<file path="src/rtl/nexys_io_debounce.sv">
// Nexys board input conditioner: per-channel 2-flop synchronizer, counter-based
// debounce, registered edge pulses and sticky W1C pending flags with an OR'd irq.
// DB_CYCLES = 0 bypasses the debounce counters entirely.
module nexys_io_debounce #(
   parameter int unsigned N_CH      = 21,
   parameter int unsigned DB_CYCLES = 50000
) (
   input  logic            clk,
   input  logic            rstn,
   input  logic [N_CH-1:0] i_raw,
   input  logic [N_CH-1:0] i_rise_en,
   input  logic [N_CH-1:0] i_fall_en,
   input  logic [N_CH-1:0] i_clr,
   output logic [N_CH-1:0] o_level,
   output logic [N_CH-1:0] o_rise,
   output logic [N_CH-1:0] o_fall,
   output logic [N_CH-1:0] o_pending,
   output logic            o_irq
);

   localparam int unsigned CNT_W = (DB_CYCLES == 0) ? 1 : $clog2(DB_CYCLES + 1);

   logic [N_CH-1:0] r_ff1;
   logic [N_CH-1:0] r_ff2;
   logic [N_CH-1:0] r_level;
   logic [N_CH-1:0] r_rise;
   logic [N_CH-1:0] r_fall;
   logic [N_CH-1:0] r_pending;

   logic [N_CH-1:0] w_level_d;
   logic [N_CH-1:0] w_rise_d;
   logic [N_CH-1:0] w_fall_d;
   logic [N_CH-1:0] w_pending_d;

   // Two-stage synchronizer for the asynchronous board inputs.
   always_ff @(posedge clk or negedge rstn) begin
      if (!rstn) begin
         r_ff1 <= '0;
         r_ff2 <= '0;
      end else begin
         r_ff1 <= i_raw;
         r_ff2 <= r_ff1;
      end
   end

   if (DB_CYCLES == 0) begin : g_bypass
      // No filtering: the level simply follows the synchronized input.
      assign w_level_d = r_ff2;
   end else begin : g_debounce
      localparam logic [CNT_W-1:0] CNT_MAX = CNT_W'(DB_CYCLES - 1);

      for (genvar i = 0; i < N_CH; i++) begin : g_ch
         logic [CNT_W-1:0] r_cnt;
         logic [CNT_W-1:0] w_cnt_d;
         logic             w_lvl_d;

         // Count consecutive disagreeing samples; accept the new level once
         // the count reaches the window, restart on any agreeing sample.
         always_comb begin
            w_cnt_d = '0;
            w_lvl_d = r_level[i];
            if (r_ff2[i] != r_level[i]) begin
               if (r_cnt == CNT_MAX) begin
                  w_lvl_d = r_ff2[i];
               end else begin
                  w_cnt_d = r_cnt + 1'b1;
               end
            end
         end

         // Per-channel debounce counter state.
         always_ff @(posedge clk or negedge rstn) begin
            if (!rstn) begin
               r_cnt <= '0;
            end else begin
               r_cnt <= w_cnt_d;
            end
         end

         assign w_level_d[i] = w_lvl_d;
      end
   end

   // Edge detect on the next-state level so pulses align with the new level;
   // set beats clear when both land on the same edge.
   always_comb begin
      w_rise_d    = w_level_d & ~r_level;
      w_fall_d    = ~w_level_d & r_level;
      w_pending_d = (r_pending & ~i_clr)
                  | (w_rise_d & i_rise_en)
                  | (w_fall_d & i_fall_en);
   end

   // Level, edge pulses and sticky pending flags.
   always_ff @(posedge clk or negedge rstn) begin
      if (!rstn) begin
         r_level   <= '0;
         r_rise    <= '0;
         r_fall    <= '0;
         r_pending <= '0;
      end else begin
         r_level   <= w_level_d;
         r_rise    <= w_rise_d;
         r_fall    <= w_fall_d;
         r_pending <= w_pending_d;
      end
   end

   assign o_level   = r_level;
   assign o_rise    = r_rise;
   assign o_fall    = r_fall;
   assign o_pending = r_pending;
   assign o_irq     = |r_pending;

endmodule
</file>
<file path="config.mk">
export PLATFORM = sky130hd
export DESIGN_NAME = nexys_io_debounce
export DESIGN_NICKNAME = d
export VERILOG_FILES = /design/src/rtl/nexys_io_debounce.sv
export SDC_FILE = /design/constraint.sdc
export NUM_CORES = 1
export LEC_CHECK = 0
export ABC_CLOCK_PERIOD_IN_PS = 3910
export BUFFER_PORTS_ARGS = -buffer_cell sky130_fd_sc_hd__buf_2
export CORE_ASPECT_RATIO = 1.5
export CORE_MARGIN = 2
export CORE_UTILIZATION = 60
export DETAILED_ROUTE_END_ITERATION = 10
export GPL_ROUTABILITY_DRIVEN = 0
export PLACE_DENSITY = 0.8
export SETUP_SLACK_MARGIN = 0.5
export SKIP_CTS_REPAIR_TIMING = 1
export SLEW_MARGIN = 20
export SYNTH_ARGS = -nofsm -noshare
export SYNTH_HDL_FRONTEND = slang
export SYNTH_SLANG_ARGS = --single-unit
</file>
<file path="constraint.sdc">
create_clock -name clk -period 3.91 [get_ports clk]
set_clock_uncertainty 0.15 [all_clocks]
set_input_delay 0.5865 -clock clk [delete_from_list [all_inputs] [get_ports clk]]
set_output_delay 0.5865 -clock clk [all_outputs]
set_load 0.02 [all_outputs]
</file>
==> results of run 1 <==
[critical path, cell delays in order (launching register included)]
cell and delay [ns]:
dfrtp_1 0.39, nor4_1 0.58, nand4_1 0.24, or4_1 0.44, buf_2 0.18
[power groups by stage]
stage	Combinational [mW]	Clock, mW	Sequential, mW
global route	0.409	4.74	4.94
CTS	0.347	4.54	4.93
detailed placement	0.344	0	5.02
floorplan	0.149	0	5.00
global placement	0.330	0	5.01
finish	0.355	4.44	4.93
[cells by family after synthesis]
family | count (synthesis) | synth area share [%]
xor+xnor | 299 | 12.4
simple gates | 1033 | 25.1
flops | 462 | 54.9
mux | 20 | 1.18
buf+inv | 108 | 2.04
compound gates | 84 | 3.11
fa+ha+maj | 21 | 1.25
[sequential cells by signal, indices dropped and copies added (netlist names)]
signal / count
o_fall: 21
g_debounce.g_ch.r_cnt: 336
r_ff1: 21
r_ff2: 21
o_level: 21
o_rise: 21
o_pending: 21
[final timing paths]
kind / from / end / slack [ns] / depth (start not counted)
worst min-delay path: i_raw[10] / r_ff1[10] / 0.02 / 1
worst max register to register: g_debounce.g_ch[20].r_cnt[10] / g_debounce.g_ch[20].r_cnt[13] / 1.67 / 4
worst min register to register: r_ff1[0] / r_ff2[0] / 0.20 / 0
worst max-delay path: o_pending[6] / o_irq / 0.79 / 4
max in group asynchronous: rstn / g_debounce.g_ch[20].r_cnt[13] / 2.07 / 4
min in group asynchronous: rstn / g_debounce.g_ch[16].r_cnt[9] / 0.52 / 2
[metrics by stage]
| step | worst slack (ns) | cell area [sq um] |
|---|---|---|
| after floorplan | 1.83 | 21100 |
| after global placement | 1.25 | 22600 |
| after detailed placement | 1.29 | 22700 |
| after CTS | 0.700 | 24200 |
| after global routing | 0.733 | 24400 |
| final | 0.793 | 24400 |
[per-layer routing]
layer	wire length, um	global-route usage [%]	vias up
met5	24	0	-
met4	1150	8.29	4
met3	1680	3.84	94
met2	23500	44.5	325
met1	17100	27.8	7683
li1	-	-	7501
[cells in the final DEF (no fill, tap or decap), types with 21 or more instances in the layout]
cell | netlist | final
inv_1 | 86 | 86
and3_1 | 40 | 40
clkbuf_16 | 0 | 47
o22ai_1 | 21 | 21
xnor2_1 | 225 | 225
nor4_1 | 85 | 85
nor2_1 | 375 | 375
nor3_1 | 90 | 90
dlygate4sd3_1 | 0 | 21
nand3_1 | 106 | 106
nand4_1 | 95 | 95
xor2_1 | 74 | 74
nand2_1 | 108 | 108
buf_2 | 19 | 169
ha_1 | 21 | 21
dfrtp_1 | 462 | 462
[area by class of cell]
cell class	count	area, sq um
Clock buffer	66	1360
Sequential cell	462	11600
Multi-Input combinational cell	1457	9120
Tap cell	473	592
Timing Repair Buffer	205	1280
Clock inverter	14	179
Fill cell	2486	10400
Inverter	86	323
[Yosys cell counts (2+ instances only)]
cell type	number
dfrtp_1	462
nor2_1	375
xnor2_1	225
nand2_1	108
nand3_1	106
nand4_1	95
nor3_1	90
inv_1	86
nor4_1	85
xor2_1	74
and3_1	40
ha_1	21
o22ai_1	21
buf_2	19
nor2b_1	18
nor4bb_1	17
a31oi_1	14
nor3b_1	14
a21oi_1	13
or4_4	12
mux2_2	10
nand2b_1	10
nand3b_1	10
nor4b_1	10
o41ai_2	10
or3_1	10
or4_1	8
a22oi_1	7
o21ai_1	7
and4_1	6
mux2_4	6
and2_1	5
o31ai_1	5
mux2_1	4
nor4b_2	4
o21ai_0	4
or2_2	3
clkbuf_1	2
nand3b_2	2
o41ai_4	2
or3_4	2
==> reports/qor.csv, run 1 <==
stage;metric;value;unit
timing;rsz0062_at_grt;no;
detailed_routing;via_per_inst;5.65;
floorplan;core_area;34800;sq um
floorplan;die_width;157;um
pwr;power.ir.vdd_worst;0.000330;V
critical_path;critPathKind;flip-flop to output pin;
timing;tightest_slew;1.03;ns
logic_synthesis;yosysTopAreaCell;dfrtp_1;
critical_path;critPathMaxFanout;3;
logic_synthesis;postSynthCellCount;2027;
critical_path;worst_setup_path_start_kind;flip-flop;
logic_synthesis;synth_cell_type_count;46;
logic_synthesis;synthFlopType;dfrtp_1;
pwr;p_clk_share;45.7;%
finish;fin_cells;2763;
status;run_status;completed;
timing;maxSlewViolCount;0;
logic_synthesis;synthesis.area;21100;sq um
global_routing;grt_usage;24.0;%
finish;final_nets;2364;
detailed_routing;totalWireLength;43.5;mm
logic_synthesis;synth_top_area_share;54.9;%
detailed_routing;postRouteAntennaNets;0;
logic_synthesis;seq_area_frac_synth;54.9;%
pwr;power.switching;2.07;mW
timing;hold_viol_final;0;
critical_path;arrival;2.38;ns
pwr;p_int;7.66;mW
placed_design;placed_cells;2662;
finish;layout-drive-gt1-share;13.7;%
clock_tree;cts.sink_count;462;
finish;antenna_cells;0;
pwr;switching_share;21.3;%
timing;setup-violations-final;0;
clock_tree;cts-root-buf;clkbuf_16;
detailed_routing;dr.pass1.iters;6;
clock_tree;cts_inserted_buffers;45;
global_routing;grt_pass1_vias;15749;
logic_synthesis;synthArstFlopShare;100;%
floorplan;start_util;60.5;%
timing;post-route-min-period;3.12;ns
critical_path;critPathCaptureType;output pin;
logic_synthesis;syn_avg_cell_area;10.4;sq um
floorplan;die_h;233;um
logic_synthesis;ys_ff_latch;462;
finish;synthToLayoutAreaGrowth;15.9;%
worst_hold_path;hold_path.class;primary input to flip-flop;
clock_tree;clkSlewWorstSetupHoldPaths;0.06;ns
placed_design;numPortBuffers;170;
global_routing;grt_max_degree;100;
pwr;pwr-share-seq;50.7;%
placed_design;dp_hpwl;30.3;mm
clock_tree;tritoncts;built;
clock_tree;htreeDepth;2;
detailed_routing;drc;0;
clock_tree;clk_path_buf_depth;3;
timing;holdWs;0.0218;ns
pwr;power;9.73;mW
floorplan;dieArea;36600;sq um
logic_synthesis;synth_edf_count;0;
detailed_routing;drtIter0Drc;908;
floorplan;io_pins;171;
global_routing;grt-ovfl-total;0;
logic_synthesis;synth_fp_nets;2134;
timing;max_slew_margin;30.6;%
global_routing;grt_antenna_before_repair;2;
pwr;power_frac_comb;3.6;%
timing;max_freq;321;MHz
floorplan;fp-row-count;84;
timing;min_period_over_period;79.7;%
logic_synthesis;synth_area_leaders;dfrtp_1, xnor2_1, nor2_1;
global_routing;grt_pass1_wl;72.5;mm
detailed_routing;post_drt_wl_per_cell;15.8;um
timing;tns;0;ns
pwr;cellPowerDensity;399;nW/um^2
detailed_routing;vias;15607;
clock_tree;worst_skew_pair.late_latency;0.55;ns
finish;fin_util;70.2;%
critical_path;crit_required;3.17;ns
job;cap_viol_max_count;0;
pwr;leakage;10.4;nW
logic_synthesis;yosys_warnings;0;
Power figures use the tool's default switching activity.
==> run 2: changes to the inputs <==
Settings changed: ABC_CLOCK_PERIOD_IN_PS 3910 to 3200.
Clock period 3.91 ns to 3.2 ns, I/O delays scaled along.
==> run 2 against run 1 <==
Cell area increased by 0.81%. Register-to-register slack got worse by 0.73 ns. Combinational power grew 26%. Setup slack worse by 0.35 ns. Critical path type unchanged. Via count increased by 0.65%. Die area stayed put. First-iteration DRC count decreased by 4.4%. Global-route usage rose by 0.39 points. Sequential cell count is the same. Power increased by 24%.
==> reports/qor.csv, run 2 (synthesis results as in run 1) <==
stage;metric;value;unit;change
clock_tree;worst_skew_pair.late_latency;0.55;ns;about the same
detailed_routing;totalWireLength;44.5;mm;+2.1%
critical_path;endpoint;o_irq;;
clock_tree;clk_path_buf_depth;3;;unchanged
worst_hold_path;hold_path.class;primary input to flip-flop;;
status;run_status;completed;;
finish;antenna_cells;0;;unchanged
placed_design;dpl_cell_area;22600;sq um;-0.18%
floorplan;io_pins;171;;unchanged
critical_path;crit_required;2.57;ns;-0.60 ns
detailed_routing;drtIter0Drc;868;;-4.4%
critical_path;reg2regPathDepth;4;;unchanged
critical_path;regToRegSetupSlack;0.94;ns;-0.73 ns
timing;max_slew_margin;28.7;%;-1.9 points
job;cap_viol_max_count;0;;unchanged
finish;largest_reg_flops;336;;unchanged
critical_path;critPathCaptureType;output pin;;
placed_design;numPortBuffers;170;;unchanged
critical_path;critPathKind;flip-flop to output pin;;
clock_tree;cts-root-buf;clkbuf_16;;
timing;holdWs;0.0470;ns;+0.0252 ns
detailed_routing;dr.pass1.iters;5;;-1
critical_path;rr_endpoint;g_debounce.g_ch[1].r_cnt[4];;
pwr;leakage;10.4;nW;+0.43%
timing;hold_viol_final;0;;unchanged
floorplan;die_h;233;um;unchanged
global_routing;grt_pass1_wl;73.5;mm;+1.5%
timing;maxSlewViolCount;0;;unchanged
timing;post-route-min-period;2.76;ns;
floorplan;start_util;60.5;%;unchanged
floorplan;fp-row-count;84;;unchanged
detailed_routing;drc;0;;unchanged
placed_design;dp_hpwl;30.4;mm;+0.10%
finish;top_register;g_debounce.g_ch.r_cnt;;
global_routing;grt-ovfl-total;0;;unchanged
finish;final_cell_mix;dfrtp_1, nor2_1, xnor2_1;;
finish;fin_util;70.7;%;+0.57 points
finish;final_nets;2391;;+1.1%
detailed_routing;via_per_inst;5.63;;-0.36%
timing;rsz0062_at_grt;yes;;
critical_path;arrival;2.13;ns;-0.25 ns
global_routing;grt_pass1_vias;15795;;+0.29%
global_routing;grt_usage;24.4;%;+0.39 points
floorplan;core_area;34800;sq um;unchanged
global_routing;grt_antenna_before_repair;0;;-2
clock_tree;cts.sink_count;462;;unchanged
pwr;power.ir.vdd_worst;0.000498;V;+51%
clock_tree;htreeDepth;2;;unchanged
timing;min_period_over_period;86.2;%;
timing;tightest_slew;1.06;ns;+0.0280 ns
timing;tns;0;ns;unchanged
floorplan;dieArea;36600;sq um;unchanged
detailed_routing;postRouteAntennaNets;0;;unchanged
clock_tree;clkSlewWorstSetupHoldPaths;0.06;ns;about the same
critical_path;critPathMaxFanout;3;;unchanged
critical_path;worst_setup_path_start_kind;flip-flop;;
floorplan;die_width;157;um;unchanged
detailed_routing;vias;15709;;+0.65%
finish;synthToLayoutAreaGrowth;16.9;%;
critical_path;r2r_start;g_debounce.g_ch[1].r_cnt[12];;
timing;setup-violations-final;0;;unchanged
finish;layout-drive-gt1-share;14.1;%;+0.40 points
critical_path;crit_start;o_pending[9];;
finish;layout_commonest_cell;dfrtp_1;;
detailed_routing;post_drt_wl_per_cell;15.9;um;+1.1%
pwr;cellPowerDensity;489;nW/um^2;+23%
timing;max_freq;363;MHz;
finish;final_area;24600;sq um;+0.81%
clock_tree;cts_inserted_buffers;44;;-2.2%
global_routing;grt_max_degree;78;;-22%
clock_tree;tritoncts;built;;
-- run 2: how the worst min path moves through the flow --
stage | slack, ns | cells past startpoint | startpoint | end
finish | 0.05 | 2 | i_clr[7] | o_pending[7]
global route | 0.02 | 2 | i_clr[7] | o_pending[7]
CTS | -0.21 | 1 | rstn | g_debounce.g_ch[16].r_cnt[12]
detailed placement | 0.18 | 0 | r_ff1[15] | r_ff2[15]
global placement | 0.18 | 0 | r_ff1[5] | r_ff2[5]
floorplan | 0.03 | 0 | rstn | g_debounce.g_ch[0].r_cnt[0]
-- run 2: per-layer routing --
layer  share of wire [%]  up-vias  global-route usage, %
li1                    -     7540                      -
met2                  54      343                   45.4
met5                   0        -                      0
met3                 4.3       93                   4.06
met4                 3.1        0                   8.63
met1                  39     7733                   27.9
-- run 2: critical path, cell delays in order, from the launching register on --
cell,delay (ns)
dfrtp_1,0.42
nor4_4,0.39
nand4_1,0.16
or4_1,0.42
buf_2,0.18
-- run 2: report_power, final --
group          switching [mW]  total (mW)  internal [mW]  leakage (nW)
Clock                    2.20        5.55           3.35         0.745
Sequential             0.0953        6.03           5.93          6.31
Combinational           0.269       0.448          0.179          3.40
-- run 2: area by class of cell --
type                    instances  area, sq um
inverters                      86          323
fillers                      2428        10200
clock inverters                22          325
flip-flops and latches        462        11600
clock buffers                  58         1220
well taps                     473          592
repair buffers                233         1470
multi-input cells            1457         9110
-- run 2: metrics by stage --
step	instances	total power, mW	setup slack (ns)
after detailed placement	2671	6.55	0.610
after floorplan	2027	6.29	1.22
final	2791	12.0	0.443
after CTS	2751	12.1	0.0105
after global routing	2791	12.5	0.361
after global placement	2671	6.53	0.632
